[src/rtl/pixel_plotter.sv]
// Clips a shape generator's (x, y) stream to the screen, buffers surviving pixels
// in a show-ahead FIFO and writes them to framebuffer memory over valid/ready.
module pixel_plotter #(
   parameter int SCREEN_W   = 64,
   parameter int SCREEN_H   = 48,
   parameter int ADDR_W     = 12,
   parameter int COLOR_W    = 8,
   parameter int FIFO_DEPTH = 8,
   parameter int CNT_W      = 16
) (
   input  logic                _clock,
   input  logic                _reset_n,
   input  logic                _start,
   input  logic [COLOR_W-1:0]  color,
   input  logic                in_valid,
   input  logic signed [31:0]  in_x,
   input  logic signed [31:0]  in_y,
   input  logic                in_done,
   output logic                mem_we,
   output logic [ADDR_W-1:0]   mem_addr,
   output logic [COLOR_W-1:0]  mem_data,
   input  logic                mem_ready,
   output logic                _done,
   output logic [CNT_W-1:0]    pixel_count,
   output logic [CNT_W-1:0]    clip_count,
   output logic                overflow
);

   localparam int PW = $clog2(FIFO_DEPTH);

   typedef enum logic [1:0] {IDLE, RUN, DRAIN, DONE} state_t;

   state_t                      state;
   logic [COLOR_W-1:0]          color_q;
   logic [PW:0]                 wr_ptr;
   logic [PW:0]                 rd_ptr;
   logic [ADDR_W+COLOR_W-1:0]   fifo_mem [FIFO_DEPTH];

   logic                        empty;
   logic                        full;
   logic                        active;
   logic                        in_range;
   logic                        take;
   logic                        push;
   logic                        pop;
   logic                        clip;
   logic                        drop;
   logic [ADDR_W-1:0]           push_addr;
   logic [ADDR_W-1:0]           head_addr;
   logic [COLOR_W-1:0]          head_data;

   function automatic logic [CNT_W-1:0] sat_inc(input logic [CNT_W-1:0] v);
      return (&v) ? v : v + 1'b1;
   endfunction

   // Extra pointer bit separates full (MSBs differ) from empty (pointers equal).
   always_comb begin
      empty     = (wr_ptr == rd_ptr);
      full      = (wr_ptr[PW] != rd_ptr[PW]) && (wr_ptr[PW-1:0] == rd_ptr[PW-1:0]);
      active    = (state == RUN) || (state == DRAIN);
      {head_addr, head_data} = fifo_mem[rd_ptr[PW-1:0]];
      mem_we    = active && !empty;
      mem_addr  = mem_we ? head_addr : '0;
      mem_data  = mem_we ? head_data : '0;
      pop       = mem_we && mem_ready;
      in_range  = (in_x >= 0) && (in_x < SCREEN_W) && (in_y >= 0) && (in_y < SCREEN_H);
      take      = (state == RUN) && in_valid;
      clip      = take && !in_range;
      push      = take && in_range && (!full || pop);
      drop      = take && in_range && full && !pop;
      push_addr = ADDR_W'(in_y * SCREEN_W + in_x);
   end

   always_ff @(posedge _clock) begin
      if (push) fifo_mem[wr_ptr[PW-1:0]] <= {push_addr, color_q};
   end

   always_ff @(posedge _clock) begin
      if (!_reset_n) begin
         state       <= IDLE;
         wr_ptr      <= '0;
         rd_ptr      <= '0;
         color_q     <= '0;
         pixel_count <= '0;
         clip_count  <= '0;
         overflow    <= 1'b0;
         _done       <= 1'b0;
      end else begin
         if (push) wr_ptr <= wr_ptr + 1'b1;
         if (pop) begin
            rd_ptr      <= rd_ptr + 1'b1;
            pixel_count <= sat_inc(pixel_count);
         end
         if (clip) clip_count <= sat_inc(clip_count);
         if (drop) overflow <= 1'b1;
         // pop/clip/drop only occur in RUN or DRAIN, so the clears below never collide
         case (state)
            IDLE, DONE: begin
               if (_start) begin
                  state       <= RUN;
                  color_q     <= color;
                  pixel_count <= '0;
                  clip_count  <= '0;
                  overflow    <= 1'b0;
                  _done       <= 1'b0;
               end
            end
            RUN: begin
               if (in_done) state <= DRAIN;
            end
            DRAIN: begin
               if (empty) begin
                  state <= DONE;
                  _done <= 1'b1;
               end
            end
            default: state <= IDLE;
         endcase
      end
   end

endmodule

[config.mk]
export PLATFORM = sky130hd
export DESIGN_NAME = pixel_plotter
export DESIGN_NICKNAME = d
export VERILOG_FILES = /design/src/rtl/pixel_plotter.sv
export SDC_FILE = /design/constraint.sdc
export NUM_CORES = 1
export LEC_CHECK = 0
export CAP_MARGIN = 20
export CORE_MARGIN = 4
export CORE_UTILIZATION = 59
export CTS_CLUSTER_DIAMETER = 150
export CTS_CLUSTER_SIZE = 25
export DETAILED_ROUTE_END_ITERATION = 8
export HOLD_SLACK_MARGIN = 0.12
export PLACE_DENSITY = 0.93
export SYNTH_ARGS = -nofsm -noshare
export SYNTH_HDL_FRONTEND = slang
export SYNTH_SLANG_ARGS = --single-unit
[constraint.sdc]
create_clock -name _clock -period 6.9 [get_ports _clock]
set_clock_uncertainty 0.15 [all_clocks]
set_input_delay 0.69 -clock _clock [delete_from_list [all_inputs] [get_ports _clock]]
set_output_delay 0.69 -clock _clock [all_outputs]
set_load 0.05 [all_outputs]
Word-level counts from Yosys, hierarchy flattened
Memory sizes are Yosys's and may differ from the RTL's. A register that Yosys moved wholly into a read port is not among the register bits.
Cells that the tools add are included.
- bits of input ports: 78
- register bits after elaboration: 52
- memory bits (writable): 160
- memories kept: 1
- word-level logic and storage cells: 77
- memory list (name ; words ; width ; rd ports ; clocked after memory_dff ; write ports ; line ; RTL):
    fifo_mem ; 8 ; 20 ; 1 ; 1 ; 1 ; 37 ; logic [ADDR_W+COLOR_W-1:0] fifo_mem [FIFO_DEPTH];
- muxes and demuxes: 24
- add/sub/neg operators: 5
- equality and inequality tests: 9
- reductions and logical operators: 26
- order comparisons: 4
- operators with widths (cell ; count):
    2-to-1 mux 16 bit ; 8
    >= comparator 32 x 1 -> 1 bit, second input constant ; 2
    adder 16 x 1 -> 16 bit, second input constant ; 2
    less-than comparator 32 x 7 -> 1 bit, second input constant ; 1
    less-than comparator 32 x 8 -> 1 bit, second input constant ; 1
    AND reduction 16 bit ; 2
    adder 12 bit ; 1
    logical AND 1 bit ; 12
    2-to-1 mux 12 bit ; 1
    adder 4 x 1 -> 4 bit, second input constant ; 2
    2-to-1 mux 8 bit ; 1
    2-to-1 mux 1 bit ; 7
    2-to-1 mux 2 bit ; 3
    2-to-1 mux 3 bit ; 2
    != test 2 bit, second input constant ; 3
    case mux 2 bit (3 select lines) ; 1
    AND reduction 3 bit ; 2
    equality test 2 bit, second input constant ; 2
    equality test 4 bit ; 1
    zero test 1 bit ; 4
    equality test 3 bit ; 1
    equality test 2 x 1 -> 1 bit, second input constant ; 1
    zero test 2 bit ; 1
    logical OR 1 bit ; 2
    other kinds (5) ; 5

Logic depth before layout (Yosys ltp)
- word-level depth: 10
- mapped depth: 9

Least setup slack after synthesis
Ideal clock, no wire load.
- path type: in2reg
- start: input in_y[31]
- end: memory fifo_mem[1][0] (netlist bit) (enable)
- stages: 5
- data required time: 6.294 ns
- arrival: 3.974 ns
- slack: 2.320 ns
- path buffers: 0
- library setup time: 0.456 ns
- path through: nor4_1 -> nand4_1 -> nor4_2 -> nand2_1 -> nor4b_1
- word-level cells in the longest chain between the ends: 7
- elaborated cells on any way between the ends: 8
- those cells by class: 2 x order compare; 2 x mux; 4 x reduce/logical
- RTL lines (what ; line ; RTL):
    start, declared ; 17 ; input logic signed [31:0] in_y,
    >= comparator 32 x 1 -> 1 bit ; 66 ; in_range = (in_x >= 0) && (in_x < SCREEN_W) && (in_y >= 0) && (in_y < SCREEN_H);
    logical AND 1 bit ; 66 ;
    logical AND 1 bit * ; 66 ;
    logical AND 1 bit * (2 in series) ; 69 ; push = take && in_range && (!full || pop);
    2-to-1 mux 1 bit * ; 75 ; if (push) fifo_mem[wr_ptr[PW-1:0]] <= {push_addr, color_q};
    2-to-1 mux 1 bit (not written as such) * ; 75 ;
    end, declared ; 37 ;
Every way passes the cells marked *; elsewhere a longest branch is shown, timed or not.

Final worst setup path
- start: register wr_ptr[0]
- end: output mem_data[5]
- word-level cells in the longest chain between the ends: 4
- RTL lines (what ; line ; RTL):
    start, declared ; 35 ; logic [PW:0] wr_ptr;
    start signal, assigned ; 89 ; if (push) wr_ptr <= wr_ptr + 1'b1;
    equality test 4 bit ; 58 ; empty = (wr_ptr == rd_ptr);
    zero test 1 bit ; 62 ; mem_we = active && !empty;
    logical AND 1 bit ; 62 ;
    2-to-1 mux 8 bit ; 64 ; mem_data = mem_we ? head_data : '0;
    end, declared ; 21 ; output logic [COLOR_W-1:0] mem_data,
Every way passes these cells.

==> out/metrics.csv <==
metric;value;unit
synthMuxAreaShare;12.8;%
nNetsFinal;860;
powerDensity;219;nW/um2
syn_area;9190;um2
synth_common_cells;160 x edfxtp_1, 59 x nand2_1, 55 x dfxtp_1;
cp_slowest_cell;nand2b_1;
crit_chain;xnor2_1, nand4_1, nand2b_1, nor2_1, clkdlybuf4s50_1;
setup_viol;0;
finalNonFillerCells;986;
via_per_inst;6.21;
gp_congestion;0.862;
yosysMostFrequentCell;edfxtp_1;
yosys_most_used_dff;edfxtp_1;
synth_seq_cells;215;
drtPass1Iterations;5;
n_antenna_cell;0;
async_reset_ff_share;0;%
die_h;133;um
required;6.06;ns
fin_tns_setup;0;ns
synth-edff-count;160;
area_growth;21.0;%
cts_resized;0;
crit_type;flip-flop to primary output;
htreeDepth;1;
grt_pass1_wl;34.1;mm
rows;45;
synth_xor_area_share;1.14;%
yosys.area_share.simple;12.8;%
die_w;133;um
antenna_found_initial;0;
yosysSeqAreaShare;64.2;%
period_minus_slack;4.32;ns
drv_cap;0;
ys_types;52;
synth_top_family_by_area;multiplexers;
cpPeakStageDelay;0.89;ns
rrSetupSlack;3.83;ns
path_clk_slew;0.10;ns
grt_usage;24.2;%
cts_hold_buf;0;
synth_top_area_share;52.3;%
drc;0;
yosysTopAreaCell;edfxtp_1;
postCtsSetupRepairBufs;0;
wl;21.3;mm
crit_start;wr_ptr[0]$_SDFFE_PN0P_;
cts_buffers;12;
cts_tree;done;
wire_per_inst;21.6;um
root_buffer;clkbuf_16;
start_util;60.3;%
clockBufferDepth;3;
slew_headroom;27.5;%
drtAntennaViolNets;0;
total_leakage_power;3.53;nW
ys_top_cells_by_area;edfxtp_1 52%, dfxtp_1 12%, mux4_2 9.8%;
dieArea;17600;um2
regToRegStartpoint;state[1]$_SDFFE_PN0P_;
syn-num-nets;735;
vias;6121;
path_max_fanout;21;
drive_above_1_share;10.2;%
grt_max_degree;41;
rr_endpoint;fifo_mem[2][11]$_DFFE_PP_;
r2r_cells;8;
cp-endpoint;mem_data[5];
port_buffers;132;
cp-end-kind;primary output;
status;finished clean;
globalRouteOverflowTotal;0;
arrival;3.48;ns
clock_latency;0.46;ns
syn_avg_cell_area;14.3;um2
worstMarginPinSlew;1.09;ns
clock-sinks;215;
first_global_vias;6391;
rsz0062_at_grt;false;
fmax;0.231;GHz
post-place-cells;967;
num_io_pins;133;
irDropWorstVdd;0.132;mV
post_synth_fa_ha_maj_area_fraction;1.71;%
drt_iter0_markers;607;
worstSetupStartpointType;flip-flop;
hold_class;flip-flop to flip-flop;
hpwl;14.1;mm
synth_cells;645;
ys_warn_count;0;
synth-compound-area-share;5.16;%
fin_crit_sh;62.6;%
core;15300;um2
final_hold_viol_count;0;
drv_slew;0;
## worst min path at each step
stage                                     startpoint                    endpoint  slack, ns  depth (start not counted)
after CTS                     wr_ptr[3]$_SDFFE_PN0P_      wr_ptr[3]$_SDFFE_PN0P_       0.35                          2
after detailed placement         overflow$_SDFF_PN0_         overflow$_SDFF_PN0_       0.33                          2
after global routing      pixel_count[10]$_SDFF_PN0_  pixel_count[10]$_SDFF_PN0_       0.37                          2
final                            overflow$_SDFF_PN0_         overflow$_SDFF_PN0_       0.34                          2
after floorplan                state[1]$_SDFFE_PN0P_       state[1]$_SDFFE_PN0P_       0.30                          2
after global placement         state[1]$_SDFFE_PN0P_       state[1]$_SDFFE_PN0P_       0.31                          2
## power breakdown
part           internal, W  switching [W]
clock network     0.000353       0.000392
registers          0.00143      0.0000294
logic            0.0000905       0.000143
total              0.00188       0.000564
## sequential cells by signal, indices dropped and copies added (netlist names), named ones only
register	cells
state	2
color_q	8
pixel_count	16
overflow	1
wr_ptr	4
clip_count	16
fifo_mem	160
_done	1
rd_ptr	4
## layer usage
layer / up-vias / wire length (um) / track usage, %
met5: - / 0 / 0
met4: 0 / 472 / 6.41
met3: 55 / 1710 / 4.75
met2: 340 / 10900 / 42.8
met1: 2968 / 8210 / 30.7
li1: 2758 / - / -
## per-stage QoR
step	instance area (um2)	total power (W)	utilization [%]	hold WS, ns	setup WS, ns
floorplan	9190	0.00161	-	0.303	2.32
global placement	10800	0.00170	70.6	0.314	2.98
detailed placement	10800	0.00172	70.6	0.329	2.89
CTS	11100	0.00245	72.9	0.351	2.60
global route	11100	0.00253	72.9	0.373	2.37
finish	11100	0.00244	72.9	0.342	2.58
## layout by cell type, fill, tap and decap left out, types with 5 or more instances in the layout
cell type,count
clkbuf_1,5
edfxtp_1,160
clkbuf_16,13
nor3_1,7
o31ai_1,7
buf_4,14
ha_1,11
nand4_1,20
clkdlybuf4s50_1,132
mux2i_1,28
nand2_1,59
and2_1,9
nand3_1,17
dfxtp_1,54
inv_1,11
or4_1,7
nor4_1,21
mux4_2,40
nand2b_1,11
nor2_1,32
a21boi_0,9
a21oi_1,21
or3_1,11
xnor2_1,10
o21ai_0,11
## area by class of cell
type | count | area [um2]
flip-flops and latches | 215 | 5910
multi-input cells | 384 | 3130
inverters | 11 | 41.3
repair buffers | 146 | 1430
fillers | 992 | 4140
clock inverters | 1 | 11.3
clock buffers | 18 | 344
well taps | 211 | 264
## kinds of logic after synthesis
logic type,count (synthesis)
AOI/OAI and AO/OA,71
xor gates and xnor gates,12
adders and majority gates,12
buffers and inverters,46
DFF,215
muxes,68
and+or+nand+nor,221
## critical path, delay by kind of cell, from the launching register on
family / cells / cell delay (ns)
AND/OR/NAND/NOR: 3 / 1.41
buffers and inverters: 1 / 0.75
flip-flops: 1 / 0.61
XOR/XNOR: 1 / 0.24
Power figures use the tool's default switching activity.
